--- config.mk ---
export PLATFORM = sky130hd
export DESIGN_NAME = bsg_chip_mem_io_arbiter
export DESIGN_NICKNAME = d
export VERILOG_FILES = /design/src/rtl/bsg_chip_pkg.sv /design/src/rtl/bsg_chip_mem_io_tag_fifo.sv /design/src/rtl/bsg_chip_mem_io_arbiter.sv
export SDC_FILE = /design/constraint.sdc
export NUM_CORES = 1
export LEC_CHECK = 0
export BUFFER_PORTS_ARGS = -buffer_cell sky130_fd_sc_hd__buf_2
export CAP_MARGIN = 20
export CORE_AREA = 2 2 78 65
export CTS_CLUSTER_DIAMETER = 120
export DETAILED_ROUTE_END_ITERATION = 6
export DIE_AREA = 0 0 80 67
export GPL_TIMING_DRIVEN = 0
export PLACE_DENSITY = 0.88
export SLEW_MARGIN = 10
export SYNTH_ARGS = -nofsm -noshare
export SYNTH_HDL_FRONTEND = slang
export SYNTH_SLANG_ARGS = --single-unit
export TNS_END_PERCENT = 20
--- constraint.sdc ---
create_clock -name clk_i -period 4 [get_ports clk_i]
set_clock_uncertainty 0.2 [all_clocks]
set_input_delay 0.4 -clock clk_i [delete_from_list [all_inputs] [get_ports clk_i]]
set_output_delay 0.4 -clock clk_i [all_outputs]
set_load 0.005 [all_outputs]
--- src/rtl/bsg_chip_pkg.sv ---
// Shared types for the chip-level memory/IO command arbiter.
package bsg_chip_pkg;

  // Originating command stream of an issued command
  typedef enum logic {
    e_src_io  = 1'b0,
    e_src_mem = 1'b1
  } mem_io_src_e;

  localparam int unsigned perf_cnt_width_lp = 32;

endpackage

--- src/rtl/bsg_chip_mem_io_tag_fifo.sv ---
// In-order FIFO of command sources; one entry per issued, unanswered command.
module bsg_chip_mem_io_tag_fifo
  import bsg_chip_pkg::*;
#(
  parameter int unsigned els_p = 8,
  localparam int unsigned ptr_width_lp = $clog2(els_p),
  localparam int unsigned cnt_width_lp = $clog2(els_p + 1)
) (
  input  logic                    clk_i,
  input  logic                    reset_i,
  input  logic                    push_i,
  input  mem_io_src_e             data_i,
  input  logic                    pop_i,
  output mem_io_src_e             data_o,
  output logic [cnt_width_lp-1:0] count_o,
  output logic                    empty_o
);

  logic [els_p-1:0]        mem_r;
  logic [ptr_width_lp-1:0] wr_ptr_r;
  logic [ptr_width_lp-1:0] rd_ptr_r;
  logic [cnt_width_lp-1:0] count_r;

  // Storage, pointers (wrap naturally, depth is a power of two) and count
  always_ff @(posedge clk_i or posedge reset_i) begin
    if (reset_i) begin
      mem_r    <= '0;
      wr_ptr_r <= '0;
      rd_ptr_r <= '0;
      count_r  <= '0;
    end else begin
      if (push_i) begin
        mem_r[wr_ptr_r] <= data_i;
        wr_ptr_r        <= wr_ptr_r + 1'b1;
      end
      if (pop_i) begin
        rd_ptr_r <= rd_ptr_r + 1'b1;
      end
      if (push_i & ~pop_i) begin
        count_r <= count_r + 1'b1;
      end else if (pop_i & ~push_i) begin
        count_r <= count_r - 1'b1;
      end
    end
  end

  assign data_o  = mem_io_src_e'(mem_r[rd_ptr_r]);
  assign count_o = count_r;
  assign empty_o = (count_r == '0);

endmodule

--- src/rtl/bsg_chip_mem_io_arbiter.sv ---
// Round-robin merge of io/mem command streams onto one link, with in-order
// response steering back to the originating stream.
// Optional performance counters: define BSG_CHIP_MEM_IO_ARB_PERF_EN.
module bsg_chip_mem_io_arbiter
  import bsg_chip_pkg::*;
#(
  parameter int unsigned msg_width_p = 0,
  parameter int unsigned els_p       = 8,
  localparam int unsigned msg_width_lp = (msg_width_p == 0) ? 1 : msg_width_p
) (
  input  logic                    clk_i,
  input  logic                    reset_i,

  input  logic [msg_width_lp-1:0] io_cmd_i,
  input  logic                    io_cmd_v_i,
  output logic                    io_cmd_ready_o,

  input  logic [msg_width_lp-1:0] mem_cmd_i,
  input  logic                    mem_cmd_v_i,
  output logic                    mem_cmd_ready_o,

  output logic [msg_width_lp-1:0] cmd_o,
  output logic                    cmd_v_o,
  input  logic                    cmd_ready_i,

  input  logic [msg_width_lp-1:0] resp_i,
  input  logic                    resp_v_i,
  output logic                    resp_yumi_o,

  output logic [msg_width_lp-1:0] io_resp_o,
  output logic                    io_resp_v_o,
  input  logic                    io_resp_ready_i,

  output logic [msg_width_lp-1:0] mem_resp_o,
  output logic                    mem_resp_v_o,
  input  logic                    mem_resp_ready_i,

  output logic                    err_o,

  output logic [31:0]             perf_io_cnt_o,
  output logic [31:0]             perf_mem_cnt_o,
  output logic [31:0]             perf_stall_cnt_o
);

  localparam int unsigned cnt_width_lp = $clog2(els_p + 1);
  localparam int unsigned occ_width_lp = $clog2(els_p + 2);

  logic [msg_width_lp-1:0] cmd_data_r;
  logic                    cmd_v_r;
  mem_io_src_e             cmd_src_r;
  mem_io_src_e             last_r;
  logic                    err_r;

  logic [cnt_width_lp-1:0] tag_count;
  mem_io_src_e             tag_head;
  logic                    tag_empty;

  logic [occ_width_lp-1:0] occupancy;
  logic                    drain;
  logic                    accept_ok;
  logic                    grant_io;
  logic                    grant_mem;
  logic                    accept;
  logic                    resp_has_tag;
  logic                    head_io;

  assign occupancy = occ_width_lp'(cmd_v_r) + occ_width_lp'(tag_count);
  assign drain     = cmd_v_r & cmd_ready_i;
  assign accept_ok = ~reset_i & (occupancy < occ_width_lp'(els_p)) & (~cmd_v_r | cmd_ready_i);

  // Round-robin grant: on a tie the stream not granted last wins
  always_comb begin
    grant_io  = 1'b0;
    grant_mem = 1'b0;
    if (io_cmd_v_i & mem_cmd_v_i) begin
      if (last_r == e_src_mem) grant_io  = 1'b1;
      else                     grant_mem = 1'b1;
    end else begin
      grant_io  = io_cmd_v_i;
      grant_mem = mem_cmd_v_i;
    end
  end

  assign io_cmd_ready_o  = accept_ok & grant_io;
  assign mem_cmd_ready_o = accept_ok & grant_mem;
  assign accept          = accept_ok & (grant_io | grant_mem);

  // One-entry output register and last-grant pointer
  always_ff @(posedge clk_i or posedge reset_i) begin
    if (reset_i) begin
      cmd_data_r <= '0;
      cmd_v_r    <= 1'b0;
      cmd_src_r  <= e_src_io;
      last_r     <= e_src_mem;
    end else if (accept) begin
      cmd_data_r <= grant_io ? io_cmd_i : mem_cmd_i;
      cmd_v_r    <= 1'b1;
      cmd_src_r  <= grant_io ? e_src_io : e_src_mem;
      last_r     <= grant_io ? e_src_io : e_src_mem;
    end else if (drain) begin
      cmd_v_r    <= 1'b0;
    end
  end

  assign cmd_o   = cmd_data_r;
  assign cmd_v_o = cmd_v_r;

  bsg_chip_mem_io_tag_fifo #(
    .els_p(els_p)
  ) tag_fifo (
    .clk_i  (clk_i),
    .reset_i(reset_i),
    .push_i (drain),
    .data_i (cmd_src_r),
    .pop_i  (resp_yumi_o),
    .data_o (tag_head),
    .count_o(tag_count),
    .empty_o(tag_empty)
  );

  assign resp_has_tag = resp_v_i & ~tag_empty;
  assign head_io      = (tag_head == e_src_io);
  assign io_resp_o    = resp_i;
  assign mem_resp_o   = resp_i;
  assign io_resp_v_o  = resp_has_tag & head_io;
  assign mem_resp_v_o = resp_has_tag & ~head_io;
  assign resp_yumi_o  = resp_has_tag & (head_io ? io_resp_ready_i : mem_resp_ready_i);

  // Sticky flag: a response arrived with nothing outstanding
  always_ff @(posedge clk_i or posedge reset_i) begin
    if (reset_i)                   err_r <= 1'b0;
    else if (resp_v_i & tag_empty) err_r <= 1'b1;
  end

  assign err_o = err_r;

`ifdef BSG_CHIP_MEM_IO_ARB_PERF_EN
  logic [perf_cnt_width_lp-1:0] io_cnt_r;
  logic [perf_cnt_width_lp-1:0] mem_cnt_r;
  logic [perf_cnt_width_lp-1:0] stall_cnt_r;

  // Saturating accept and back-pressure counters
  always_ff @(posedge clk_i or posedge reset_i) begin
    if (reset_i) begin
      io_cnt_r    <= '0;
      mem_cnt_r   <= '0;
      stall_cnt_r <= '0;
    end else begin
      if (accept & grant_io & ~(&io_cnt_r))       io_cnt_r    <= io_cnt_r + 1'b1;
      if (accept & grant_mem & ~(&mem_cnt_r))     mem_cnt_r   <= mem_cnt_r + 1'b1;
      if (cmd_v_r & ~cmd_ready_i & ~(&stall_cnt_r)) stall_cnt_r <= stall_cnt_r + 1'b1;
    end
  end

  assign perf_io_cnt_o    = io_cnt_r;
  assign perf_mem_cnt_o   = mem_cnt_r;
  assign perf_stall_cnt_o = stall_cnt_r;
`else
  assign perf_io_cnt_o    = '0;
  assign perf_mem_cnt_o   = '0;
  assign perf_stall_cnt_o = '0;
`endif

endmodule

==> run metrics <==
die area 0.00536 mm2; Design Power 0.00121 W; final core occ 56.9%; Starting Density 43.7%; Synth area leader buf_4; final hold vios 0; Via density 3.52; Reg area 577 um2; RSZ-0062 raised after global routing false; setup TNS 0 ps; most used flip-flop cell after synthesis dfrtp_1; slowest CP cell mux4_2; Hold Slack 163 ps; Async SR Flop Fraction 100%; Area Growth Syn to Fin 30.3%; final wirelength 3180 um; die height 67 um; DR DRC count 0; Ys Warns 0; Post-synth EDFFs 0; status completed; row cnt 22; crit path time final 3170 ps; Post-CTS Hold Fix Bufs 0; Crit Path Max Fanout 5; # IOs 117; Remaining Overflow, GRT 0; max cap viols 0; WS Path Type flip-flop to flip-flop; CP Cell Sequence buf_6 > mux2i_1 > mux4_2 > mux2i_4 > inv_1 > ha_1 > inv_1 > ha_1 > a21o_1 > a21oi_1 > xnor2_1 > nor2_1 > xor2_1; Yosys cell types 32; GP Congestion 0.828; layout cell share with drive strength beyond 1 43.2%; Seq/Total Area, Yosys 29.3%; most frequent cell after synthesis buf_4; post-CTS setup buffer count 0; die width 80 um; final worst setup slack 829 ps; pwr dens 471 mW/mm2; Post-Syn Instances 204; Root Buffer clkbuf_8; Synth area leaders buf_4 37%, dfrtp_1 28%, mux2_2 6.9%; clk sink count 23; number of port buffers 19; post-route ant nets 0; Leakage 1.50 nW; CP bufs+invs 3; vias in the first global route 1157; Slew Limit Fails 0; total iterations of the first detailed-routing run 4; pre-CTS setup slack 870 ps; pin count of the biggest net entering global routing 25; Num CTS Buffers 3; slowest stage delay, CP 540 ps; setup violators final 0; Final Cycle Share 79.3%; Final #Nets 342; CORE AREA 0.00451 mm2; achievable frequency 0.315 GHz; total track usage 11.9%; CTS Buffer Depth 2; synthesized area per cell 9.66 um2; CTS resizes 0; CP Data Arrival Time 3120 ps; Clock Latency Late Sink 260 ps; Filler Cells Inserted 415; initial antenna violation count 0; area of the multi-input gates 981 um2; required time of the critical path 3950 ps; Top delay family on crit path multiplexers; CTS tree yes; FF+latch count, synth 23; crit start category flip-flop; first-pass GRT wire length 4950 um; vias 1351; mean routed wirelength per cell 8.29 um; synthesized area 0.00197 mm2; CP endpoint kind flip-flop; Synth top area share 37.3%; Final HPWL DP 2720 um; VDD IR max 326 uV; H-Tree Depth 1; Starting DRT DRC Count 26; diodes inserted 0; Post-synth top cells 98 x buf_4, 22 x dfrtp_1, 12 x mux2_2; Hold Path Class input pin to flip-flop; clock slew at reported path FFs 80 ps
sequential cells by signal (all words and copies together) (netlist names):
signal             cells
cmd_src_r              1
last_r                 1
tag_fifo.mem_r         8
cmd_v_o                1
err_o                  1
tag_fifo.wr_ptr_r      3
tag_fifo.count_o       4
tag_fifo.rd_ptr_r      3
cmd_o                  1
worst reg2reg max path, stage by stage, from the launching register on:
cell,delay [ps]
dfrtp_1,400
buf_6,140
mux2i_1,130
mux4_2,540
mux2i_4,280
inv_1,70
ha_1,220
inv_1,120
ha_1,250
a21o_1,180
a21oi_1,170
xnor2_1,140
nor2_1,70
xor2_1,140
final timing paths:
path,from,endpoint,slack [ps],depth (start not counted)
worst max-delay path,tag_fifo.rd_ptr_r[0],tag_fifo.count_o[3],830,13
max in group asynchronous,reset_i,last_r,2570,4
worst max register to register,tag_fifo.rd_ptr_r[0],tag_fifo.count_o[3],830,13
min in group asynchronous,reset_i,tag_fifo.mem_r[2],490,3
worst min-delay path,cmd_ready_i,cmd_v_o,160,2
worst min register to register,err_o,err_o,260,1
per-stage QoR:
step | area, um2 | instances
after global routing | 2570 | 384
after CTS | 2540 | 382
after detailed placement | 2500 | 378
final | 2570 | 384
after floorplan | 2330 | 299
after global placement | 2500 | 378
placed cells by master, fill, tap and decap left out, types with 2 or more instances in the layout:
cell type,Yosys,routed
nor4_1,2,2
inv_1,6,6
nor2_1,8,8
nand2_1,9,9
buf_4,98,98
ha_1,5,5
nand2b_1,2,2
buf_2,0,19
xor2_1,2,2
clkbuf_8,0,3
o22a_1,2,2
nand3_1,2,2
a21o_1,2,2
xnor2_1,6,6
mux2i_1,4,4
o21ai_0,3,3
nor3_1,4,4
dfrtp_1,22,22
conb_1,1,96
mux2_2,12,12
layout make-up:
class | instances | share of cell area [%]
flip-flops and latches | 23 | 22.5
clock buffers | 4 | 1.75
inverters | 6 | 0.877
repair buffers | 21 | 4.68
multi-input cells | 171 | 38.2
well taps | 60 | 2.92
plain buffers | 99 | 29.1
per-layer routing:
metal,wire [um],GRT usage [%],vias up
met2,1610,22.0,59
met3,323,3.52,2
met5,0,0,-
met4,14,2.54,0
met1,1230,13.6,580
li1,-,-,710
power breakdown:
group          switching [W]  total (W)  leakage, nW  internal, W
Clock              0.0000714   0.000142       0.0228    0.0000710
Combinational       0.000247   0.000591         1.21     0.000344
Sequential          0.000124   0.000475        0.275     0.000351
cell families after synthesis:
family                   Yosys count  synth area share (%)
XOR/XNOR                           8                  3.56
adder cells (fa/ha/maj)            6                  4.19
AO/OA/AOI/OAI                     11                  4.25
AND/OR/NAND/NOR                   31                  7.56
flip-flops                        23                  29.3
other                              1                 0.190
multiplexers                      19                  11.9
buffers and inverters            105                  39.0
Note: power is estimated with default switching activity, not from simulation.
